**src/rtl/imm_gen_pipe.sv**
```systemverilog
// imm_gen_pipe: RISC-V immediate decoder behind a two-entry elastic stage.
// Each accepted instruction word is decoded into its immediate, branch/jump
// target, format code and an illegal-opcode flag, then held in an output
// register backed by a one-entry skid buffer so in_ready can be registered.
// Optional feature macro: IMM_GEN_CSR_EN enables CSR immediate decoding
// (opcode 1110011). Without it that opcode is reported as illegal.
module imm_gen_pipe #(
  parameter int XLEN    = 32,
  parameter int SHAMT_W = 5
) (
  input  logic            clk,
  input  logic            rst,
  input  logic            flush,
  input  logic            in_valid,
  output logic            in_ready,
  input  logic [31:0]     in_inst,
  input  logic [XLEN-1:0] in_pc,
  output logic            out_valid,
  input  logic            out_ready,
  output logic [XLEN-1:0] out_imm,
  output logic [XLEN-1:0] out_target,
  output logic [2:0]      out_fmt,
  output logic            out_illegal
);

  typedef enum logic [2:0] {
    FMT_R  = 3'd0,
    FMT_I  = 3'd1,
    FMT_S  = 3'd2,
    FMT_B  = 3'd3,
    FMT_U  = 3'd4,
    FMT_J  = 3'd5,
    FMT_Z  = 3'd6,
    FMT_SH = 3'd7
  } fmt_e;

  typedef struct packed {
    logic            illegal;
    logic [2:0]      fmt;
    logic [XLEN-1:0] target;
    logic [XLEN-1:0] imm;
  } entry_t;

  localparam logic [6:0] OP_IMM    = 7'b0010011;
  localparam logic [6:0] OP_LOAD   = 7'b0000011;
  localparam logic [6:0] OP_JALR   = 7'b1100111;
  localparam logic [6:0] OP_STORE  = 7'b0100011;
  localparam logic [6:0] OP_BRANCH = 7'b1100011;
  localparam logic [6:0] OP_JAL    = 7'b1101111;
  localparam logic [6:0] OP_LUI    = 7'b0110111;
  localparam logic [6:0] OP_AUIPC  = 7'b0010111;
  localparam logic [6:0] OP_REG    = 7'b0110011;
  localparam logic [6:0] OP_SYSTEM = 7'b1110011;

  logic [6:0] opcode;
  logic [2:0] funct3;

  // Candidate immediates for every format; signed casts sign-extend to XLEN.
  logic [XLEN-1:0] imm_i;
  logic [XLEN-1:0] imm_sh;
  logic [XLEN-1:0] imm_s;
  logic [XLEN-1:0] imm_b;
  logic [XLEN-1:0] imm_j;
  logic [XLEN-1:0] imm_u;
  logic [XLEN-1:0] imm_z;

  assign opcode = in_inst[6:0];
  assign funct3 = in_inst[14:12];

  assign imm_i  = XLEN'($signed(in_inst[31:20]));
  assign imm_sh = XLEN'(in_inst[20 +: SHAMT_W]);
  assign imm_s  = XLEN'($signed({in_inst[31:25], in_inst[11:7]}));
  assign imm_b  = XLEN'($signed({in_inst[31], in_inst[7], in_inst[30:25],
                                 in_inst[11:8], 1'b0}));
  assign imm_j  = XLEN'($signed({in_inst[31], in_inst[19:12], in_inst[20],
                                 in_inst[30:21], 1'b0}));
  assign imm_u  = XLEN'($signed({in_inst[31:12], 12'b0}));
  assign imm_z  = XLEN'(in_inst[19:15]);

  entry_t dec_entry;
  logic   dec_use_target;

  // Decode the incoming word into a complete output entry.
  always_comb begin
    dec_entry         = '0;
    dec_entry.fmt     = FMT_R;
    dec_use_target    = 1'b0;
    unique case (opcode)
      OP_IMM: begin
        if (funct3 == 3'b001 || funct3 == 3'b101) begin
          dec_entry.imm = imm_sh;
          dec_entry.fmt = FMT_SH;
        end else begin
          dec_entry.imm = imm_i;
          dec_entry.fmt = FMT_I;
        end
      end
      OP_LOAD, OP_JALR: begin
        dec_entry.imm = imm_i;
        dec_entry.fmt = FMT_I;
      end
      OP_STORE: begin
        dec_entry.imm = imm_s;
        dec_entry.fmt = FMT_S;
      end
      OP_BRANCH: begin
        dec_entry.imm  = imm_b;
        dec_entry.fmt  = FMT_B;
        dec_use_target = 1'b1;
      end
      OP_JAL: begin
        dec_entry.imm  = imm_j;
        dec_entry.fmt  = FMT_J;
        dec_use_target = 1'b1;
      end
      OP_LUI: begin
        dec_entry.imm = imm_u;
        dec_entry.fmt = FMT_U;
      end
      OP_AUIPC: begin
        dec_entry.imm  = imm_u;
        dec_entry.fmt  = FMT_U;
        dec_use_target = 1'b1;
      end
      OP_REG: begin
        dec_entry.fmt = FMT_R;
      end
`ifdef IMM_GEN_CSR_EN
      OP_SYSTEM: begin
        // Only the immediate CSR forms (funct3 101/110/111) carry a uimm.
        if (funct3[2] && (funct3[1:0] != 2'b00)) begin
          dec_entry.imm = imm_z;
          dec_entry.fmt = FMT_Z;
        end
      end
`endif
      default: begin
        dec_entry.illegal = 1'b1;
      end
    endcase
    // Target wraps modulo 2^XLEN; non-PC-relative formats report zero.
    dec_entry.target = dec_use_target ? (in_pc + dec_entry.imm) : '0;
  end

`ifndef IMM_GEN_CSR_EN
  // The CSR immediate field is only consumed when CSR decoding is enabled;
  // OP_SYSTEM falls into the illegal default arm.
  logic unused_csr;
  assign unused_csr = ^{imm_z, OP_SYSTEM};
`endif

  entry_t out_entry_q, out_entry_d;
  entry_t skid_entry_q, skid_entry_d;
  logic   out_valid_q, out_valid_d;
  logic   skid_valid_q, skid_valid_d;
  logic   in_ready_q, in_ready_d;
  logic   in_fire;

  assign in_fire = in_valid && in_ready_q;

  // Elastic-stage next state: flush clears both slots, a held skid entry
  // drains into the output register, otherwise new beats fill output first.
  always_comb begin
    out_entry_d  = out_entry_q;
    skid_entry_d = skid_entry_q;
    out_valid_d  = out_valid_q;
    skid_valid_d = skid_valid_q;
    if (flush) begin
      out_valid_d  = 1'b0;
      skid_valid_d = 1'b0;
    end else if (skid_valid_q) begin
      // in_ready is low here, so no new beat can arrive this cycle.
      if (out_ready) begin
        out_entry_d  = skid_entry_q;
        skid_valid_d = 1'b0;
      end
    end else if (out_valid_q && !out_ready) begin
      // Output stalled: park the incoming beat so the output stays stable.
      if (in_fire) begin
        skid_entry_d = dec_entry;
        skid_valid_d = 1'b1;
      end
    end else begin
      // Output empty or being consumed: load straight into the output.
      out_valid_d = in_fire;
      if (in_fire) begin
        out_entry_d = dec_entry;
      end
    end
    in_ready_d = !skid_valid_d;
  end

  // State registers with synchronous reset that wins over everything else.
  always_ff @(posedge clk) begin
    if (rst) begin
      out_entry_q  <= '0;
      skid_entry_q <= '0;
      out_valid_q  <= 1'b0;
      skid_valid_q <= 1'b0;
      in_ready_q   <= 1'b1;
    end else begin
      out_entry_q  <= out_entry_d;
      skid_entry_q <= skid_entry_d;
      out_valid_q  <= out_valid_d;
      skid_valid_q <= skid_valid_d;
      in_ready_q   <= in_ready_d;
    end
  end

  assign in_ready    = in_ready_q;
  assign out_valid   = out_valid_q;
  assign out_imm     = out_entry_q.imm;
  assign out_target  = out_entry_q.target;
  assign out_fmt     = out_entry_q.fmt;
  assign out_illegal = out_entry_q.illegal;

endmodule

```
**config.mk**
```make
export PLATFORM = sky130hd
export DESIGN_NAME = imm_gen_pipe
export DESIGN_NICKNAME = d
export VERILOG_FILES = /design/src/rtl/imm_gen_pipe.sv
export SDC_FILE = /design/constraint.sdc
export NUM_CORES = 1
export LEC_CHECK = 0
export BUFFER_PORTS_ARGS = -buffer_cell sky130_fd_sc_hd__buf_4
export CORE_UTILIZATION = 25
export DETAILED_ROUTE_END_ITERATION = 6
export PLACE_DENSITY = 0.42
export SYNTH_ARGS = -nofsm -noshare
export SYNTH_HDL_FRONTEND = slang
export SYNTH_SLANG_ARGS = --single-unit
```
**constraint.sdc**
```tcl
create_clock -name clk -period 9.2 [get_ports clk]
set_input_delay 2.3 -clock clk [delete_from_list [all_inputs] [get_ports clk]]
set_output_delay 2.3 -clock clk [all_outputs]
set_load 0.05 [all_outputs]
```
* Word-level counts from Yosys, hierarchy flattened
Cells that the tools add are included.
Storage, ports and cells: output and inout port bits 70, bits in registers 139
Operators by class: multiplexer cells 16, eq/ne operators 13, reduce and logical (&&, ||, !) cells 14, $add $sub $neg 1, bitwise gates (word level) 3
Operators by type and width (number):
- $mux 68 | 4
- $pmux 32 s6 | 1
- $mux 32 | 2
- $add 32x32->32 | 1
- $eq 7x6->1 const B | 3
- $eq 7x7->1 const B | 3
- $pmux 3 s6 | 1
- $eq 7x5->1 const B | 2
- $reduce_or 9->1 | 1
- $reduce_and 4->1 | 2
- $eq 7x2->1 const B | 1
- $mux 1 | 7
- $reduce_or 2->1 | 3
- $ne 2x2->1 const B | 2
- $eq 3x1->1 const B | 1
- $eq 3x3->1 const B | 1
- $mux 3 | 1
- $not 1->1 | 3
- $reduce_or 3->1 | 1
- $logic_and 1x1->1 | 2
- $logic_not 1->1 | 2
- $reduce_and 2->1 | 1
- $reduce_bool 2->1 | 1
- $logic_or 1x1->1 | 1

* Longest topological paths before layout
Gate-level depths: netlist (run 1).
word-level depth 9, gate-level depth with buffers 18, gate-level depth less buffers 16

* Worst setup path before layout (run 1)
Ideal clock, no wire load.
path kind in2reg, from input in_inst[3], to register out_entry_q (netlist bit out_target[24]), path slack 3.666 ns, setup time 0.127 ns, arrival time 5.407 ns, stages 17, required time 9.073 ns, cells stage by stage clkbuf_1 or2_2 nor2_1 and3_1 clkbuf_1 nand3b_1 nand2_1 ha_1 fa_1 a21o_1 a221oi_2 o21ai_4 a21oi_4 a41oi_2 a221oi_2 xor2_1 o32ai_1
RTL lines:
- start, declared | RTL line 16 | input logic [31:0] in_inst,
- end signal, assigned | RTL line 202 | out_entry_q <= out_entry_d;
- end, declared | RTL line 152 | entry_t out_entry_q, out_entry_d;

==> results of run 1 <==
tightest hold or removal path, cell delays in order, from the launching register on:
cell	delay, ns
dfxtp_1	0.32
nand2_1	0.04
o21ai_0	0.06
routing by layer:
layer | track usage, % | part of all wire [%] | vias to the layer above
li1 | - | - | 3765
met1 | 23.5 | 48 | 3453
met3 | 2.93 | 3.2 | 12
met4 | 3.56 | 0.96 | 0
met2 | 28.1 | 47 | 139
met5 | 0 | 0 | -
worst max-delay path by stage:
stage / startpoint / to / slack (ns) / depth (start not counted)
finish: in_inst[1] / out_target[27] / 2.85 / 16
detailed placement: in_inst[1] / out_target[27] / 2.49 / 16
global placement: in_inst[1] / out_target[27] / 2.53 / 16
floorplan: in_inst[3] / out_target[24] / 3.67 / 17
global route: in_inst[1] / skid_entry_q[63] / 2.55 / 16
CTS: in_inst[1] / out_target[27] / 2.91 / 16
stage by stage:
step	power, mW	hold slack [ns]
floorplan	0.779	0.417
global placement	0.865	0.437
detailed placement	0.864	0.440
CTS	1.62	0.454
global route	1.67	0.471
finish	1.60	0.450
registers in the layout, summed over array words and instances, names as in the netlist:
register / flops
out_target: 32
out_imm: 32
out_valid: 1
out_fmt: 3
in_ready: 1
out_illegal: 1
skid_entry_q: 68
skid_valid_q: 1
where the power goes:
group          total [mW]  leakage, nW  internal (mW)  switching [mW]
sequential          0.625         1.13          0.616         0.00969
combinational       0.222         2.52         0.0755           0.147
clock               0.752        0.297          0.464           0.288
cells in the mapped netlist, drive strengths merged, types with 4 or more instances:
master	n	area share, %
or3	5	0.41
a21o	19	1.9
nor4	4	0.41
o21bai	4	0.39
o21ai	71	4.8
a22o	5	0.57
a22oi	10	0.97
buf	15	1.3
a21oi	117	7.8
ha	31	5.0
dfxtp	139	36
o31ai	5	0.49
inv	30	1.5
xor2	15	1.7
a211oi	40	3.9
nor3	23	1.5
a31oi	11	1.2
and2	13	1.1
mux2i	9	1.2
clkbuf	54	2.6
a21boi	4	0.39
and3	13	1.1
xnor2	15	1.7
o211ai	17	1.7
nand3	16	1.0
nor2b	6	0.49
nand2	152	7.4
nor2	121	5.9
a221oi	13	1.6
kinds of logic (layout without fill, tap and decap cells):
group | count (synthesis) | after routing | share of synthesized area (%)
mux | 9 | 9 | 1.17
fa+ha+maj | 32 | 32 | 5.30
compound gates | 332 | 332 | 27.6
flops | 139 | 139 | 36.1
buf+inv | 99 | 208 | 5.39
xor+xnor | 30 | 30 | 3.41
simple gates | 369 | 369 | 21.0
cell type report:
class	count	area, um^2	area share, %
Timing Repair Buffer	146	1100	11.4
Tap cell	390	488	5.06
Sequential cell	139	2790	28.9
Inverter	30	113	1.17
Clock inverter	13	190	1.97
Clock buffer	19	443	4.60
Multi-Input combinational cell	772	4520	46.9
==> results by group, run 1 <==
Place
  – Port bufs: 138
  – DPL Wire Length: 19400 um
  – Dpl cells: 1477
  – Gpl congestion: 0.869
  – Place WS: 2.49 ns
  – Placed cell area: 9000 um^2

Setup path
  – Critical path type: input port to flop
  – Worst stage delay on the critical path: 1.14 ns
  – CP max stage cell: nor3_1
  – Cell chain of the critical path: buf_4, nand2_1, or2_2, nor3_1, a41o_1, a21oi_1, inv_1, ha_1, nand4_1, o211ai_1, a41oi_1, a31oi_1, a31oi_1, xnor2_1, a221oi_1, nor3_1
  – Worst endpoint required time: 9.47 ns
  – CP Launch Type: input port
  – Reg-to-Reg End: out_target[30]
  – CP delay by family, top: simple AND/OR/NAND/NOR gates
  – Arrival @ worst endpoint: 6.62 ns
  – R2R cell count: 4
  – RR Startpoint: skid_valid_q
  – CP bufs+invs: 2
  – Crit end category: flop
  – Maximum fanout along the worst path: 13
  – R2r setup slk: 6.71 ns

Floorplanning
  – Die X: 178 um
  – Initial core utilization: 25.7%
  – # IOs: 139
  – Die height: 178 um
  – Row count: 63
  – Core Region: 30000 um^2
  – Die area: 31500 um^2

Clocking
  – CTS buffer count: 17
  – Post-cts repair resize count: 0
  – CTS tree: yes
  – Setup bufs post-CTS: 0
  – H-tree Lvls: 4
  – Clk slew on worst S/H paths: 0.06 ns
  – Clock root buffer: clkbuf_16
  – CTS Sinks: 139
  – Worst-Skew Late Latency: 0.42 ns
  – Post-CTS Hold Fix Bufs: 0
  – Clock Path Buffers: 2

Hold path
  – Worst hold path class: flop to flop
  – Hold path depth: 2
  – Hold endpoint: skid_entry_q[58]
  – Min-Delay Startpoint: skid_entry_q[58]

Finish
  – Layout filler cell count: 3272
  – # nets final: 1207
  – Share of layout cells above drive strength 1: 18.0%
  – Most common cell after layout, fill and taps aside: nand2_1
  – Final std cells w/o fill: 1509
  – Design Area, Final: 9640 um^2
  – Area grow syn2layout: 25.1%
  – N_diodes: 0
  – Core Util, Final: 32.2%
  – Most frequent cells in the layout: 152 x nand2_1, 146 x buf_4, 138 x dfxtp_1

Global routing
  – Grt ovf: 0
  – First-pass GRT wire length: 41100 um
  – Antenna violations before repair: 0
  – Vias in the first global route: 6851
  – Largest net degree at the start of global routing: 90
  – Overall routing resource usage: 17.1%

Power
  – Leak: 3.94 nW
  – Peak supply drop: 0.000109 V
  – Pwr dens: 166 nW/um^2

STA
  – RSZ-0062 raised after global routing: false
  – Setup ws final: 2.85 ns
  – Final cycle utilization of the critical path: 69.0%
  – Worst Max-Slew Pin Slew: 1.45 ns
  – Sum of negative setup slack: 0 ns
  – Count of final max-slew check failures: 0
  – Crit path time final: 6.35 ns
  – Rel. slew slack: 2.88%
  – Setup Skew: 0.0111 ns
  – Fin. Hold Viols: 0
  – Max frequency: 158 MHz
  – Final setup fails: 0

Run status
  – Outcome: complete, no violations

Route
  – Post-route ant nets: 0
  – Via/cell ratio: 4.88
  – DRT iter0 DRCs: 409
  – # DRC: 0
  – Wirelength, routed: 27100 um
  – Avg WL per Cell: 18.0 um
  – Total number of vias: 7369
  – 1st-pass router iterations: 4

Synthesis
  – Syn avg cell area: 7.63 um^2
  – Synth Flop Type: dfxtp_1
  – Count of flip-flops with a built-in enable after synthesis: 0
  – Synthesis-stage register bit count: 139
  – Distinct cells, synth: 69
  – Synthesized cell area: 7700 um^2
  – Mapped Cells: 1010
  – Synth async-reset ratio: 0%
  – Post-synthesis sequential area ratio: 36.1%
  – Synth warn: 0
  – Syn Nets: 1111

Job
  – Max-cap viol count: 0
(Power assumes the default switching activity.)
==> inputs of run 2 (changes only) <==
--- a/config.mk
+++ b/config.mk
@@ -5,10 +5,11 @@
 export SDC_FILE = /design/constraint.sdc
 export NUM_CORES = 1
 export LEC_CHECK = 0
+export ABC_AREA = 1
 export BUFFER_PORTS_ARGS = -buffer_cell sky130_fd_sc_hd__buf_4
 export CORE_UTILIZATION = 25
 export DETAILED_ROUTE_END_ITERATION = 6
-export PLACE_DENSITY = 0.42
+export PLACE_DENSITY = 0.43
 export SYNTH_ARGS = -nofsm -noshare
 export SYNTH_HDL_FRONTEND = slang
 export SYNTH_SLANG_ARGS = --single-unit
==> constraint.sdc (replaced) <==
create_clock -name clk -period 5.6 [get_ports clk]
set_input_delay 1.4 -clock clk [delete_from_list [all_inputs] [get_ports clk]]
set_output_delay 1.4 -clock clk [all_outputs]
set_load 0.05 [all_outputs]
==> results by group, run 2 <==
Setup path
  – Reg-to-Reg End: out_target[16] (was out_target[30])
  – Critical path type: input port to flop (unchanged)
  – Maximum fanout along the worst path: 8 (was 13)
  – Worst endpoint required time: 5.88 ns (was 9.47 ns)
  – R2r setup slk: 2.86 ns (was 6.71 ns)
  – CP Launch Type: input port (unchanged)
  – Arrival @ worst endpoint: 4.37 ns (was 6.62 ns)
  – RR Startpoint: skid_valid_q (unchanged)
  – Crit end category: flop (unchanged)
  – R2R cell count: 9 (was 4)

Floorplanning
  – Core Region: 32700 um^2 (was 30000 um^2)
  – Row count: 66 (was 63)
  – Initial core utilization: 25.5% (was 25.7%)
  – Die area: 34100 um^2 (was 31500 um^2)
  – # IOs: 139 (unchanged)
  – Die height: 185 um (was 178 um)
  – Die X: 185 um (was 178 um)

Clocking
  – Clk slew on worst S/H paths: 0.07 ns (was 0.06 ns)
  – CTS Sinks: 139 (unchanged)
  – H-tree Lvls: 4 (unchanged)
  – Post-CTS Hold Fix Bufs: 0 (unchanged)
  – CTS tree: yes (unchanged)
  – Setup bufs post-CTS: 0 (unchanged)
  – Clock Path Buffers: 2 (unchanged)
  – CTS buffer count: 17 (unchanged)
  – Worst-Skew Late Latency: 0.43 ns (was 0.42 ns)
  – Post-cts repair resize count: 0 (unchanged)
  – Clock root buffer: clkbuf_16 (unchanged)

Synthesis
  – Count of flip-flops with a built-in enable after synthesis: 0 (unchanged)
  – Mapped Cells: 1284 (was 1010)
  – Post-synthesis mux area share: 0% (was 1.17%)
  – Syn Nets: 1385 (was 1111)
  – Distinct cells, synth: 43 (was 69)
  – Post-synth top area share: 33.4% (was 36.1%)
  – Synthesis-stage register bit count: 139 (unchanged)
  – Synth warn: 0 (unchanged)
  – Synth top cells by count: 320 x nand2_1, 183 x a21oi_1, 139 x dfxtp_1, 137 x nor2_1, 123 x o21ai_0 (was 152 x nand2_1, 139 x dfxtp_1, 121 x nor2_1, 115 x a21oi_1, 68 x o21ai_0)
  – Synth Area in XOR/XNOR: 0.210% (was 3.41%)
  – Syn avg cell area: 6.50 um^2 (was 7.63 um^2)
  – Most frequent cell after synthesis: nand2_1 (unchanged)
  – Post-synthesis sequential area ratio: 33.4% (was 36.1%)
  – Compound-gate portion of the synthesized area: 23.3% (was 27.6%)
  – Post-synthesis adder-cell area fraction: 4.89% (was 5.30%)
  – Main combinational cell family by area after synthesis: simple AND/OR/NAND/NOR gates (was compound AO/OA/AOI/OAI gates)
  – Top post-synthesis cells by area: dfxtp_1 33%, nand2_1 14%, a21oi_1 11%, o21ai_0 7.4%, nor2_1 6.2% (was dfxtp_1 36%, a21oi_1 7.5%, nand2_1 7.4%, nor2_1 5.9%, ha_1 5.0%)
  – Post-synthesis simple-gate area fraction: 28.9% (was 21.0%)
  – Area leader, netlist: dfxtp_1 (unchanged)
  – Synthesized cell area: 8340 um^2 (was 7700 um^2)
  – Synth Flop Type: dfxtp_1 (unchanged)
  – Synth async-reset ratio: 0% (unchanged)

Route
  – # DRC: 0 (unchanged)
  – Avg WL per Cell: 17.0 um (was 18.0 um)
  – Wirelength, routed: 31400 um (was 27100 um)
  – DRT iter0 DRCs: 527 (was 409)
  – Via/cell ratio: 4.63 (was 4.88)
  – Total number of vias: 8539 (was 7369)
  – 1st-pass router iterations: 5 (was 4)
  – Post-route ant nets: 0 (unchanged)

Global routing
  – Overall routing resource usage: 18.9% (was 17.1%)
  – Vias in the first global route: 8038 (was 6851)
  – First-pass GRT wire length: 48300 um (was 41100 um)
  – Antenna violations before repair: 0 (unchanged)
  – Grt ovf: 0 (unchanged)
  – Largest net degree at the start of global routing: 87 (was 90)

Run status
  – Outcome: complete, no violations (unchanged)

Finish
  – Register area: 2780 um^2 (was 2790 um^2)
  – # nets final: 1489 (was 1207)
  – Layout filler cell count: 3702 (was 3272)
  – Share of layout cells above drive strength 1: 18.8% (was 18.0%)
  – Core Util, Final: 31.5% (was 32.2%)
  – Area of the multi-input gates: 4790 um^2 (was 4520 um^2)
  – Area grow syn2layout: 23.5% (was 25.1%)
  – Most common cell after layout, fill and taps aside: nand2_1 (unchanged)
  – N_diodes: 0 (unchanged)
  – Most flop-heavy register: skid_entry_q (unchanged)
  – Most frequent cells in the layout: 320 x nand2_1, 183 x a21oi_1, 146 x buf_4 (was 152 x nand2_1, 146 x buf_4, 138 x dfxtp_1)
  – Final std cells w/o fill: 1843 (was 1509)
  – Max reg flops: 68 (unchanged)

Hold path
  – Worst hold path class: flop to flop (unchanged)
  – Min-Delay Startpoint: out_target[23] (was skid_entry_q[58])
  – Hold path depth: 2 (unchanged)
  – Hold endpoint: out_target[23] (was skid_entry_q[58])

Power
  – Pwr dens: 254 nW/um^2 (was 166 nW/um^2)
  – Leak: 5.13 nW (was 3.94 nW)
  – Peak supply drop: 0.000199 V (was 0.000109 V)

STA
  – Count of final max-slew check failures: 0 (unchanged)
  – Final setup fails: 0 (unchanged)
  – Sum of negative setup slack: 0 ns (unchanged)
  – Fin. Hold Viols: 0 (unchanged)
  – Final cycle utilization of the critical path: 73.0%
  – Max frequency: 245 MHz
  – Worst Max-Slew Pin Slew: 0.907 ns (was 1.45 ns)
  – RSZ-0062 raised after global routing: false (unchanged)
  – Hold slack: 0.464 ns (was 0.450 ns)
  – Setup Skew: 0.0117 ns (was 0.0111 ns)
  – Crit path time final: 4.09 ns
  – Rel. slew slack: 39.5% (was 2.88%)

Place
  – Dpl cells: 1811 (was 1477)
  – Gpl congestion: 0.881 (was 0.869)
  – Port bufs: 138 (unchanged)
  – DPL Wire Length: 22700 um (was 19400 um)

Job
  – Max-cap viol count: 0 (unchanged)
run 2: where the power goes:
group / switching, mW / internal (mW) / leakage, nW
combinational: 0.277 / 0.125 / 3.71
sequential: 0.0198 / 1.02 / 1.13
clock: 0.514 / 0.667 / 0.283
run 2: logic make-up (layout without fill, tap and decap cells):
kind of cell | after synthesis | in the layout
DFF | 139 | 139
adders and majority gates | 32 | 32
and+or+nand+nor | 563 | 563
AOI/OAI and AO/OA | 358 | 358
buffers and inverters | 190 | 307
xor gates and xnor gates | 2 | 2
run 2: cell type report:
cell class	instances	share of cell area, %
sequential	139	27.0
timing repair buffer	146	10.6
multi-input combinational	955	46.5
tap	442	5.37
inverter	129	4.76
clock inverter	14	1.54
clock buffer	18	4.16
run 2: stage by stage:
step                      cell area, um^2  worst slack [ns]  power, mW
final                               10300              1.51       2.62
after global routing                10300              1.26       2.74
after CTS                           10300              1.52       2.66
after detailed placement             9720              1.08       1.47
after global placement               9720              1.07       1.47
after floorplan                      8340              1.91       1.31
run 2: routing by layer:
metal | vias to the layer above | global-route usage [%] | share of wire (%)
li1 | 4403 | - | -
met1 | 3931 | 27.0 | 50
met4 | 0 | 4.30 | 0.94
met5 | - | 0 | 0
met3 | 13 | 2.85 | 4.3
met2 | 192 | 29.5 | 44
run 2: worst max-delay path by stage:
stage          cells past startpoint        endpoint  slack [ns]        from
5_1_grt                           19  out_target[27]        1.26  in_inst[1]
3_5_place_dp                      21  out_target[28]        1.08  in_inst[1]
2_1_floorplan                     24  out_target[31]        1.91  in_inst[6]
4_1_cts                           21  out_target[28]        1.52  in_inst[1]
3_3_place_gp                      21  out_target[20]        1.07  in_inst[1]
6_report                          21  out_target[16]        1.51  in_inst[1]
run 2: worst max-delay path: stages:
cell and delay [ns]:
buf_4 0.11, nand2_2 0.12, nor2_2 0.07, nand2_2 0.15
nand2_2 0.16, inv_2 0.11, nand3_1 0.20, nand3_1 0.21
inv_1 0.09, ha_1 0.40, nand2_1 0.15, nor2_1 0.30
nand3_1 0.19, nand3b_4 0.17, nand2_2 0.07, nand2_1 0.06
nand2_1 0.06, nand3_2 0.07, nand2_1 0.06, nand2_1 0.13
a21oi_2 0.06
==> inputs of run 3 (changes only) <==
--- a/config.mk
+++ b/config.mk
@@ -5,11 +5,11 @@
 export SDC_FILE = /design/constraint.sdc
 export NUM_CORES = 1
 export LEC_CHECK = 0
-export ABC_AREA = 1
+export ABC_AREA = 0
 export BUFFER_PORTS_ARGS = -buffer_cell sky130_fd_sc_hd__buf_4
 export CORE_UTILIZATION = 25
 export DETAILED_ROUTE_END_ITERATION = 6
-export PLACE_DENSITY = 0.43
+export PLACE_DENSITY = 0.44
 export SYNTH_ARGS = -nofsm -noshare
 export SYNTH_HDL_FRONTEND = slang
 export SYNTH_SLANG_ARGS = --single-unit
==> constraint.sdc (replaced) <==
create_clock -name clk -period 3.7 [get_ports clk]
set_input_delay 0.925 -clock clk [delete_from_list [all_inputs] [get_ports clk]]
set_output_delay 0.925 -clock clk [all_outputs]
set_load 0.05 [all_outputs]
==> results by group, run 3 (synthesized netlist as in run 1, its figures left out) <==
Run status
  – Outcome: complete, no violations (unchanged)

Global routing
  – First-pass GRT wire length: 42900 um (was 48300 um)
  – Vias in the first global route: 7635 (was 8038)
  – Grt ovf: 0 (unchanged)
  – Overall routing resource usage: 17.9% (was 18.9%)
  – Antenna violations before repair: 0 (unchanged)
  – Largest net degree at the start of global routing: 79 (was 87)

Place
  – Place WS: -0.514 ns (was 1.08 ns)
  – DPL Wire Length: 21400 um (was 22700 um)
  – Port bufs: 138 (unchanged)
  – Gpl congestion: 0.873 (was 0.881)

Setup path
  – Crit end category: flop (unchanged)
  – R2R cell count: 5 (was 9)
  – Arrival @ worst endpoint: 3.93 ns (was 4.37 ns)
  – Critical path type: input port to flop (unchanged)
  – Maximum fanout along the worst path: 6 (was 8)
  – CP Launch Type: input port (unchanged)
  – R2r setup slk: 1.34 ns (was 2.86 ns)
  – RR Startpoint: skid_valid_q (unchanged)
  – Reg-to-Reg End: out_fmt[1] (was out_target[16])
  – Worst endpoint required time: 4.03 ns (was 5.88 ns)

Finish
  – Most flop-heavy register: skid_entry_q (unchanged)
  – Max reg flops: 68 (unchanged)
  – Register area: 2790 um^2 (was 2780 um^2)
  – # nets final: 1387 (was 1489)
  – Most frequent cells in the layout: 315 x buf_4, 148 x nand2_1, 138 x dfxtp_1 (was 320 x nand2_1, 183 x a21oi_1, 146 x buf_4)
  – Share of layout cells above drive strength 1: 36.1% (was 18.8%)
  – Area of the multi-input gates: 5080 um^2 (was 4790 um^2)
  – Most common cell after layout, fill and taps aside: buf_4 (was nand2_1)
  – Layout filler cell count: 3166 (was 3702)
  – Area grow syn2layout: 50.0% (was 23.5%)
  – N_diodes: 0 (unchanged)

STA
  – Worst Max-Slew Pin Slew: 0.754 ns (was 0.907 ns)
  – Crit path time final: 3.60 ns
  – Max frequency: 278 MHz
  – Sum of negative setup slack: 0 ns (unchanged)
  – Final cycle utilization of the critical path: 97.3%
  – Hold slack: 0.451 ns (was 0.464 ns)
  – Setup ws final: 0.0986 ns (was 1.51 ns)
  – Setup Skew: 0.00849 ns (was 0.0117 ns)
  – Rel. slew slack: 49.6% (was 39.5%)
  – Final setup fails: 0 (unchanged)
  – RSZ-0062 raised after global routing: true (was false)
  – Fin. Hold Viols: 0 (unchanged)
  – Count of final max-slew check failures: 0 (unchanged)

Floorplanning
  – Die height: 178 um (was 185 um)
  – Initial core utilization: 25.7% (was 25.5%)
  – Row count: 63 (was 66)
  – # IOs: 139 (unchanged)
  – Die area: 31500 um^2 (was 34100 um^2)
  – Core Region: 30000 um^2 (was 32700 um^2)
  – Die X: 178 um (was 185 um)

Job
  – Max-cap viol count: 0 (unchanged)

Power
  – Flop pwr share: 39.0% (was 39.6%)
  – Peak supply drop: 0.000296 V (was 0.000199 V)
  – Leak: 4.88 nW (was 5.13 nW)
  – Comb pwr share: 17.9% (was 15.3%)
  – Internal: 2.82 mW (was 1.81 mW)
  – Clock Power Share: 43.0% (was 45.0%)
  – Sw Pwr: 1.16 mW (was 0.810 mW)
  – Pwr dens: 344 nW/um^2 (was 254 nW/um^2)
  – Switching Share: 29.2% (was 30.9%)

Hold path
  – Hold endpoint: skid_entry_q[56] (was out_target[23])
  – Min-Delay Startpoint: skid_entry_q[56] (was out_target[23])
  – Worst hold path class: flop to flop (unchanged)
  – Hold path depth: 2 (unchanged)

Route
  – Via/cell ratio: 4.78 (was 4.63)
  – Total number of vias: 8075 (was 8539)
  – Post-route ant nets: 0 (unchanged)
  – # DRC: 0 (unchanged)
  – 1st-pass router iterations: 5 (unchanged)
  – Wirelength, routed: 28700 um (was 31400 um)
  – Avg WL per Cell: 17.0 um (about the same)
  – DRT iter0 DRCs: 443 (was 527)

Clocking
  – Worst-Skew Late Latency: 0.43 ns (about the same)
  – H-tree Lvls: 4 (unchanged)
  – Clk slew on worst S/H paths: 0.06 ns (was 0.07 ns)
  – CTS tree: yes (unchanged)
  – CTS buffer count: 17 (unchanged)
  – Post-CTS Hold Fix Bufs: 0 (unchanged)
  – Clock Path Buffers: 2 (unchanged)
  – CTS Sinks: 139 (unchanged)
  – Clock root buffer: clkbuf_16 (unchanged)
## run 3: changes by cell type in the layout (fill, tap and decap cells not counted), moves of 24 or more
cell and change:
nand2_1 -172, buf_4 +169, a21oi_1 -93, inv_1 -90, o21ai_0 -61, a211oi_1 +37, nand3_1 -32, nor2_1 -24
## run 3: worst max-delay path, cell delays in order
cell	delay [ns]
buf_4	0.10
nand2_4	0.04
or2_4	0.26
nor2_2	0.12
and3_4	0.26
nand3b_1	0.11
nand2_2	0.11
ha_4	0.15
fa_2	0.20
a21o_1	0.17
a221oi_4	0.09
o21ai_4	0.23
nand4_4	0.15
a31oi_4	0.33
a21oi_2	0.11
or3_1	0.33
a311oi_1	0.24
## run 3: power groups by stage
| stage | Clock [mW] | Sequential (mW) | Combinational [mW] |
|---|---|---|---|
| 5_1_grt | 1.82 | 1.56 | 0.766 |
| 3_5_place_dp | 0 | 1.59 | 0.666 |
| 3_3_place_gp | 0 | 1.59 | 0.667 |
| 6_report | 1.71 | 1.55 | 0.713 |
| 4_1_cts | 1.75 | 1.55 | 0.675 |
| 2_1_floorplan | 0 | 1.68 | 0.264 |
## run 3: area by class of cell
class / instances / area share (%)
clock inverters: 13 / 1.24
multi-input cells: 772 / 43.9
inverters: 30 / 0.974
flip-flops and latches: 139 / 24.1
repair buffers: 326 / 21.8
clock buffers: 18 / 3.71
well taps: 390 / 4.22
## run 3: metrics by stage
step           instances  total power, mW  instance area [um^2]  utilization [%]
3_5_place_dp        1638             2.25                 10400             34.6
2_1_floorplan       1010             1.95                  7840                -
3_3_place_gp        1638             2.26                 10400             34.6
5_1_grt             1688             4.14                 11600             38.6
6_report            1688             3.98                 11600             38.6
4_1_cts             1674             3.98                 11000             36.8
## run 3: worst max-delay path by stage
| stage | startpoint | endpoint | slack, ns | depth (start not counted) |
|---|---|---|---|---|
| final | in_inst[1] | out_target[22] | 0.1 | 17 |
| after global routing | in_inst[2] | out_target[24] | -0.07 | 19 |
| after CTS | in_inst[5] | out_target[29] | -0.01 | 18 |
| after detailed placement | in_inst[1] | out_target[24] | -0.51 | 17 |
| after global placement | in_inst[2] | out_target[28] | -0.50 | 17 |
| after floorplan | in_inst[3] | out_target[24] | -0.21 | 17 |
## run 3: per-layer routing
layer,vias up,GRT usage (%),share of wire [%]
met5,-,0,0
li1,4112,-,-
met2,142,30.1,49
met3,17,2.55,3.3
met4,0,4.06,1.1
met1,3804,23.9,47
## run 3: repair_timing
action	in CTS	in global routing
setup buffers	5	14
gates cloned	0	1
pin swaps	10	45
resized for setup	14	83
setup endpoints to repair	8	36
